File: src/rtl/booth_mac_seq.sv
// rtl/booth_mac_seq.sv - operand sequencer and signed dot-product accumulator for a Booth multiplier
// Optional saturation of the accumulator: BOOTH_MAC_SAT_EN.
module booth_mac_seq #(
   parameter int W     = 4,
   parameter int ACC_W = 16,
   parameter int CNT_W = 8
) (
   input  logic               clk,
   input  logic               reset,
   input  logic               in_valid,
   output logic               in_ready,
   input  logic [W-1:0]       in_a,
   input  logic [W-1:0]       in_b,
   input  logic               in_last,
   output logic               mul_start,
   output logic [W-1:0]       mul_a,
   output logic [W-1:0]       mul_b,
   input  logic [2*W-1:0]     mul_p,
   input  logic               mul_ready,
   output logic               out_valid,
   input  logic               out_ready,
   output logic [ACC_W-1:0]   out_sum,
   output logic [CNT_W-1:0]   out_count,
   output logic               out_ovf
);

   typedef enum logic [2:0] {S_IDLE, S_ISSUE, S_ARM, S_WAIT, S_HOLD} state_t;

   localparam logic [ACC_W-1:0] ACC_MAX = {1'b0, {(ACC_W-1){1'b1}}};
   localparam logic [ACC_W-1:0] ACC_MIN = {1'b1, {(ACC_W-1){1'b0}}};

   state_t             state_q;
   logic               in_ready_q;
   logic               mul_start_q;
   logic [W-1:0]       mul_a_q;
   logic [W-1:0]       mul_b_q;
   logic               out_valid_q;
   logic [ACC_W-1:0]   acc_q;
   logic [ACC_W-1:0]   acc_d;
   logic [CNT_W-1:0]   cnt_q;
   logic               ovf_q;
   logic               last_q;
   logic [ACC_W-1:0]   p_ext;
   logic [ACC_W-1:0]   sum;
   logic               add_ovf;

   always_comb begin
      p_ext   = ACC_W'($signed(mul_p));
      sum     = acc_q + p_ext;
      // Signed overflow: operands agree in sign, result disagrees.
      add_ovf = (acc_q[ACC_W-1] == p_ext[ACC_W-1]) && (sum[ACC_W-1] != acc_q[ACC_W-1]);
`ifdef BOOTH_MAC_SAT_EN
      if (add_ovf) begin
         acc_d = acc_q[ACC_W-1] ? ACC_MIN : ACC_MAX;
      end else begin
         acc_d = sum;
      end
`else
      acc_d = sum;
`endif
   end

   always_ff @(posedge clk) begin
      if (reset) begin
         state_q     <= S_IDLE;
         in_ready_q  <= 1'b1;
         mul_start_q <= 1'b0;
         mul_a_q     <= '0;
         mul_b_q     <= '0;
         out_valid_q <= 1'b0;
         acc_q       <= '0;
         cnt_q       <= '0;
         ovf_q       <= 1'b0;
         last_q      <= 1'b0;
      end else begin
         case (state_q)
            S_IDLE: begin
               if (in_valid && in_ready_q) begin
                  mul_a_q     <= in_a;
                  mul_b_q     <= in_b;
                  last_q      <= in_last;
                  in_ready_q  <= 1'b0;
                  mul_start_q <= 1'b1;
                  state_q     <= S_ISSUE;
               end
            end
            S_ISSUE: begin
               mul_start_q <= 1'b0;
               state_q     <= S_ARM;
            end
            // The multiplier's ready is still high from idle here; skip it.
            S_ARM: begin
               state_q <= S_WAIT;
            end
            S_WAIT: begin
               if (mul_ready) begin
                  acc_q <= acc_d;
                  cnt_q <= cnt_q + CNT_W'(1);
                  ovf_q <= ovf_q | add_ovf;
                  if (last_q) begin
                     out_valid_q <= 1'b1;
                     state_q     <= S_HOLD;
                  end else begin
                     in_ready_q <= 1'b1;
                     state_q    <= S_IDLE;
                  end
               end
            end
            S_HOLD: begin
               if (out_ready) begin
                  acc_q       <= '0;
                  cnt_q       <= '0;
                  ovf_q       <= 1'b0;
                  out_valid_q <= 1'b0;
                  in_ready_q  <= 1'b1;
                  state_q     <= S_IDLE;
               end
            end
            default: begin
               state_q    <= S_IDLE;
               in_ready_q <= 1'b1;
            end
         endcase
      end
   end

   assign in_ready  = in_ready_q;
   assign mul_start = mul_start_q;
   assign mul_a     = mul_a_q;
   assign mul_b     = mul_b_q;
   assign out_valid = out_valid_q;
   assign out_sum   = acc_q;
   assign out_count = cnt_q;
   assign out_ovf   = ovf_q;

endmodule

File: config.mk
export PLATFORM = sky130hd
export DESIGN_NAME = booth_mac_seq
export DESIGN_NICKNAME = d
export VERILOG_FILES = /design/src/rtl/booth_mac_seq.sv
export SDC_FILE = /design/constraint.sdc
export NUM_CORES = 1
export LEC_CHECK = 0
export BUFFER_PORTS_ARGS = -buffer_cell sky130_fd_sc_hd__buf_2
export CAP_MARGIN = 20
export CORE_MARGIN = 2
export CORE_UTILIZATION = 45
export CTS_CLUSTER_DIAMETER = 150
export DETAILED_ROUTE_END_ITERATION = 7
export GPL_ROUTABILITY_DRIVEN = 0
export MAX_ROUTING_LAYER = met4
export PLACE_DENSITY = 0.78
export SYNTH_ARGS = -nofsm -noshare
export SYNTH_HDL_FRONTEND = slang
export SYNTH_SLANG_ARGS = --single-unit
File: constraint.sdc
create_clock -name clk -period 2 [get_ports clk]
set_clock_uncertainty 0.1 [all_clocks]
set_input_delay 0 -clock clk [delete_from_list [all_inputs] [get_ports clk]]
set_output_delay 0 -clock clk [all_outputs]
set_load 0.1 [all_outputs]
==> results.ini, run 1 <==
[synth]
synth_common_cells = 40 x sky130_fd_sc_hd__dfxtp_1, 32 x sky130_fd_sc_hd__a21oi_1, 29 x sky130_fd_sc_hd__nand2_1
yosys.cell_count.top_type = sky130_fd_sc_hd__dfxtp_1
post_synth.cell_area_avg_sq_um = 8.12
netlist_instances = 285
synth_top_flop_cell = sky130_fd_sc_hd__dfxtp_1
synth_top_area_share_pct = 34.6
mappedNetlistNets = 324
ys_warn_count = 0
synth.ff_latch_count = 40
synth_enable_flop_cells = 0
post-synth-top-area-cell = sky130_fd_sc_hd__dfxtp_1
synthesis.area_sq_mm = 0.00231
synthDistinctLibCells = 50
synth_top_cells_by_area = sky130_fd_sc_hd__dfxtp_1 35%, sky130_fd_sc_hd__ha_1 8.6%, sky130_fd_sc_hd__a21oi_1 6.9%
yosysSeqAreaShare_pct = 34.6
async_sr_flop_fraction_pct = 0

[drt]
antenna_left = 0
dr.pass1.iters = 4
detailedRoute.firstIterationViolations = 188
avgViaCountPerCell = 5.52
vias = 2590
drt-wirelength-per-cell_microns = 15.2
route.final.wire_length_microns = 7110
drt_drc_violations_left = 0

[place]
placed_area_sq_mm = 0.00315
port_buffers = 57
post-dp-hpwl_microns = 4880

[clocking]
cts_sinks = 40
cts_buffer_depth = 2
clk-insertion-delay-late_ps = 300
numCtsBuffers = 5
cts-root-buf = sky130_fd_sc_hd__clkbuf_8
clock_tree_from_tritoncts = done
htree_num_levels = 2
cts.clk_slew.worst_paths_ps = 80

[finish]
fin_util_pct = 69.2
area_grow_syn2layout_pct = 50.7
nNetsFinal = 437
layout_cell_share_with_drive_strength_beyond_1_pct = 39.8
layout.cell_area.non_filler_sq_mm = 0.00349
antennaDiodeCount = 0

[grt]
pin_count_of_the_biggest_net_entering_global_routing = 22
grt_pass1_wl_microns = 10900
grt_util_all_layers_pct = 25.4
grt_pass1_vias = 2466
antenna_violations_before_repair = 0
globalRouteOverflowTotal = 0

[critical_path]
slowest_stage = sky130_fd_sc_hd__or3_4
required_ps = 2080
path_cells = ha_4 -> inv_2 -> fa_2 -> nor2b_2 -> o21a_1 -> o211a_1 -> or3_4 -> o2111a_1 -> a211o_1
timing.critical_path.slowest_cell_delay_ps = 370
cp_max_fo = 2
worst_setup_path_end_kind = flip-flop
timing.critical_path.arrival_ps = 2360
cp_top_family = compound AO/OA/AOI/OAI gates
critical_path_class = flip-flop to flip-flop
worstSetupStartpointType = flip-flop
critPathBufInv = 1
rrSetupSlack_ps = -280

[flow_run]
max_cap_violations = 0

[outcome]
outcome = finished, violations left
violated_checks = negative setup slack

[sta]
rsz_0062_raised_after_global_routing = yes
finalWorstSetupSlack_ps = -278
hold_viol_final = 0
fmax_mhz = 439
timing_worst_slew_pin_value_ps = 498
tmin_final_ps = 2280
final_max_slew_viol_count = 0
fin_hold_ws_ps = 57.9
crit_share_post_route_pct = 114
timing.final.setup_violations = 9
maxSlewHeadroom_pct = 67.0

[pwr]
power.internal_mw = 1.35
combPwrFrac_pct = 30.7
p_total_mw = 2.13
power_leakage_nw = 1.58
power.share.clock_pct = 28.8
peakVddDrop_mv = 0.606
power_per_cell_area_mw_per_mm2 = 610
net-switching-power_mw = 0.782
share_seq_of_total_power_pct = 40.5
p_sw_share_pct = 36.8

[die]
initial_core_util_pct = 45.9
floorplan.die.width_microns = 75.7
floorplan.rows = 26
design.core.area_sq_mm = 0.00504
floorplan.io_pins = 58
die_h_microns = 75.7
die-area_sq_mm = 0.00573

[hold_path]
hold_path.class = primary input to flip-flop

## through the flow
stage               std cells  worst slack, ps  TNS (ps)
finish                    469             -278     -1280
floorplan                 285             -325     -1070
global placement          444             -154      -503
global route              469             -343     -2180
CTS                       466             -219      -798
detailed placement        444             -202      -748
## placed cells by master (no fill, tap or decap), drive strengths merged, types with 5 or more instances in the layout
master,count
a21oi,33
inv,9
dlygate4sd3,12
nor2,27
nor3,5
nand2,29
clkbuf,7
xor2,8
a22oi,6
dfxtp,40
buf,106
a211o,5
o21ai,14
ha,16
nand3,16
## power by group through the flow
| stage | Clock, mW | Sequential [mW] | Combinational (mW) |
|---|---|---|---|
| 2_1_floorplan | 0 | 1.10 | 0.225 |
| 3_3_place_gp | 0 | 0.876 | 0.593 |
| 3_5_place_dp | 0 | 0.878 | 0.611 |
| 4_1_cts | 0.627 | 0.859 | 0.632 |
| 5_1_grt | 0.667 | 0.867 | 0.693 |
| 6_report | 0.613 | 0.861 | 0.654 |
## worst register-to-register path, stage by stage, from the launching register on
cell and delay [ps]:
sky130_fd_sc_hd__dfxtp_4 350, sky130_fd_sc_hd__ha_4 150, sky130_fd_sc_hd__inv_2 50, sky130_fd_sc_hd__fa_2 210, sky130_fd_sc_hd__nor2b_2 50, sky130_fd_sc_hd__o21a_1 190
sky130_fd_sc_hd__o211a_1 240, sky130_fd_sc_hd__or3_4 370, sky130_fd_sc_hd__o2111a_1 240, sky130_fd_sc_hd__a211o_1 220
## cell type report
cell class                 instances  area (sq um)
multi-input combinational        224          1610
fill                             396          1550
sequential                        40           856
timing repair buffer             118           797
clock buffer                       7          97.6
tap                               70          87.6
inverter                           9          33.8
clock inverter                     1          5.00
## registers in the layout (all words and copies together), names as in the netlist
signal	cells
mul_start	1
state_q	3
out_valid	1
mul_b	4
out_sum	16
in_ready	1
mul_a	4
out_ovf	1
last_q	1
out_count	8
## path summary, 6_finish.rpt
| check | endpoint | from | cells past startpoint |
|---|---|---|---|
| min | in_ready | out_ready | 4 |
| min reg2reg | out_valid | out_valid | 2 |
| max reg2reg | out_sum[12] | out_sum[0] | 9 |
| max | out_sum[12] | out_sum[0] | 9 |
## cells by family after synthesis
kind of cell | count (synthesis) | share of synthesized area [%]
AND/OR/NAND/NOR | 103 | 21.8
AO/OA/AOI/OAI | 91 | 25.7
flip-flops | 40 | 34.6
buffers and inverters | 21 | 3.41
adder cells (fa/ha/maj) | 17 | 9.51
XOR/XNOR | 12 | 4.54
multiplexers | 1 | 0.432
## repair_timing
item / CTS / global route
buffers inserted: 2 / 3
hold endpoints to repair: 16 / 0
hold buffers: 12 / 0
setup endpoints to repair: 8 / 10
pin swaps: 5 / 2
resized for setup: 6 / 13
## metal layers
metal	up-vias	share of wire, %	GRT usage [%]
li1	1262	-	-
met1	1228	42	28.7
met2	83	51	45.4
met3	17	4.4	4.63
met4	0	2.3	7.41
met5	-	0	-
(Power assumes the default switching activity.)
==> run 2, diff against run 1 <==
- PLACE_DENSITY: 0.78 -> 0.69
- clock period: 2 -> 2.95 ns (I/O delays scaled with it)
==> run 2 against run 1 <==
- combinational power is 42% lower
- final area is 17% lower
- register-to-register slack better by 890 ps
- total power is 33% lower
- first-iteration DRC count is 44% lower
- die area stayed put
- largest cell class unchanged
- the run now ends clean
==> results.ini, run 2 (synthesis gave the netlist of run 1 again) <==
[place]
placed_area_sq_mm = 0.00266
port_buffers = 57
dp_cells = 402
post-dp-hpwl_microns = 3990
worst_setup_timing_slack_at_the_placement_stage_ps = 625

[sta]
rsz_0062_raised_after_global_routing = no
maxSlewHeadroom_pct = 64.3
timing_worst_slew_pin_value_ps = 536
crit_share_post_route_pct = 80.7
tmin_final_ps = 2380
timing.final.setup_violations = 0
final_max_slew_viol_count = 0
tns_ps = 0
fin_hold_ws_ps = 41.6
hold_viol_final = 0
fmax_mhz = 420
finalWorstSetupSlack_ps = 568

[pwr]
power_leakage_nw = 1.32
p_total_mw = 1.42
power_per_cell_area_mw_per_mm2 = 494
peakVddDrop_mv = 0.360

[die]
design.core.area_sq_mm = 0.00504
floorplan.rows = 26
die-area_sq_mm = 0.00573
floorplan.io_pins = 58
initial_core_util_pct = 45.9
floorplan.die.width_microns = 75.7
die_h_microns = 75.7

[drt]
dr.pass1.iters = 5
detailedRoute.firstIterationViolations = 105
drt_drc_violations_left = 0
antenna_left = 0
vias = 2272
avgViaCountPerCell = 5.40
route.final.wire_length_microns = 5670
drt-wirelength-per-cell_microns = 13.5

[grt]
antenna_violations_before_repair = 0
grt_pass1_wl_microns = 9200
pin_count_of_the_biggest_net_entering_global_routing = 30
globalRouteOverflowTotal = 0
grt_pass1_vias = 2052
grt_util_all_layers_pct = 21.6

[critical_path]
critical_path_class = primary input to flip-flop
slowest_stage = sky130_fd_sc_hd__dlygate4sd3_1
worstSetupStartpointType = primary input
cp_max_fo = 4
required_ps = 3050
cp_top_family = compound AO/OA/AOI/OAI gates
worst_setup_path_end_kind = flip-flop
timing.critical_path.slowest_cell_delay_ps = 530
timing.critical_path.arrival_ps = 2480
path_cells = dlygate4sd3_1 -> buf_2 -> ha_1 -> inv_1 -> fa_1 -> nor2b_1 -> o21a_1 -> o211a_1 -> or3_1 -> o2111a_1 -> a211o_1
critPathBufInv = 3

[finish]
nNetsFinal = 389
area_grow_syn2layout_pct = 24.4
largest_reg_flops = 16
layout.cell_area.non_filler_sq_mm = 0.00288
fin_cells = 421
fin_util_pct = 57.1
mostFrequentLayoutCell = sky130_fd_sc_hd__buf_2
layout_cell_share_with_drive_strength_beyond_1_pct = 21.1
antennaDiodeCount = 0
top_library_cells_by_usage_in_the_layout_fill_and_taps_aside = 57 x sky130_fd_sc_hd__buf_2, 40 x sky130_fd_sc_hd__dfxtp_1, 32 x sky130_fd_sc_hd__a21oi_1, 29 x sky130_fd_sc_hd__nand2_1, 27 x sky130_fd_sc_hd__nor2_1

[clocking]
clk-insertion-delay-late_ps = 300
cts-root-buf = sky130_fd_sc_hd__clkbuf_8
cts_buffer_depth = 2
clock_tree_from_tritoncts = done
cts.clk_slew.worst_paths_ps = 90
post_cts_hold_buffer_count = 11
postCtsSetupRepairBufs = 0
post_cts.resized_instances = 0
cts_sinks = 40
htree_num_levels = 2
numCtsBuffers = 5

[flow_run]
max_cap_violations = 0

[outcome]
outcome = finished, final reports clean

[hold_path]
hold_path.class = primary input to flip-flop

[run 2: final timing paths]
| check | start | endpoint | slack [ps] | cells past startpoint |
|---|---|---|---|---|
| worst min-delay path | out_ready | in_ready | 40 | 4 |
| worst max register to register | out_sum[0] | out_sum[12] | 610 | 9 |
| worst min register to register | out_valid | out_valid | 350 | 2 |
| worst max-delay path | mul_p[0] | out_sum[12] | 570 | 11 |
[run 2: per-layer routing]
metal | global-route usage [%] | up-vias | part of all wire (%)
li1 | - | 1170 | -
met1 | 26.4 | 1043 | 47
met2 | 35.4 | 51 | 47
met3 | 5.16 | 8 | 4.1
met4 | 6.43 | 0 | 1.3
met5 | - | - | 0
[run 2: area by class of cell]
class	count	area, sq um
clock buffer	5	68.8
clock inverter	3	42.5
fill	480	2160
inverter	9	33.8
multi-input combinational	224	1440
sequential	40	801
tap	70	87.6
timing repair buffer	70	410
[run 2: power breakdown]
group / total [mW] / leakage, nW / internal, mW / switching, mW
combinational: 0.380 / 0.941 / 0.0977 / 0.282
sequential: 0.592 / 0.324 / 0.567 / 0.0248
clock: 0.452 / 0.0541 / 0.250 / 0.201
total: 1.42 / 1.32 / 0.915 / 0.508
[run 2: tightest hold or removal path, cell delays in order]
cell and delay (ps):
sky130_fd_sc_hd__buf_2 120, sky130_fd_sc_hd__or4_1 150, sky130_fd_sc_hd__a21oi_1 70, sky130_fd_sc_hd__nand3_1 70
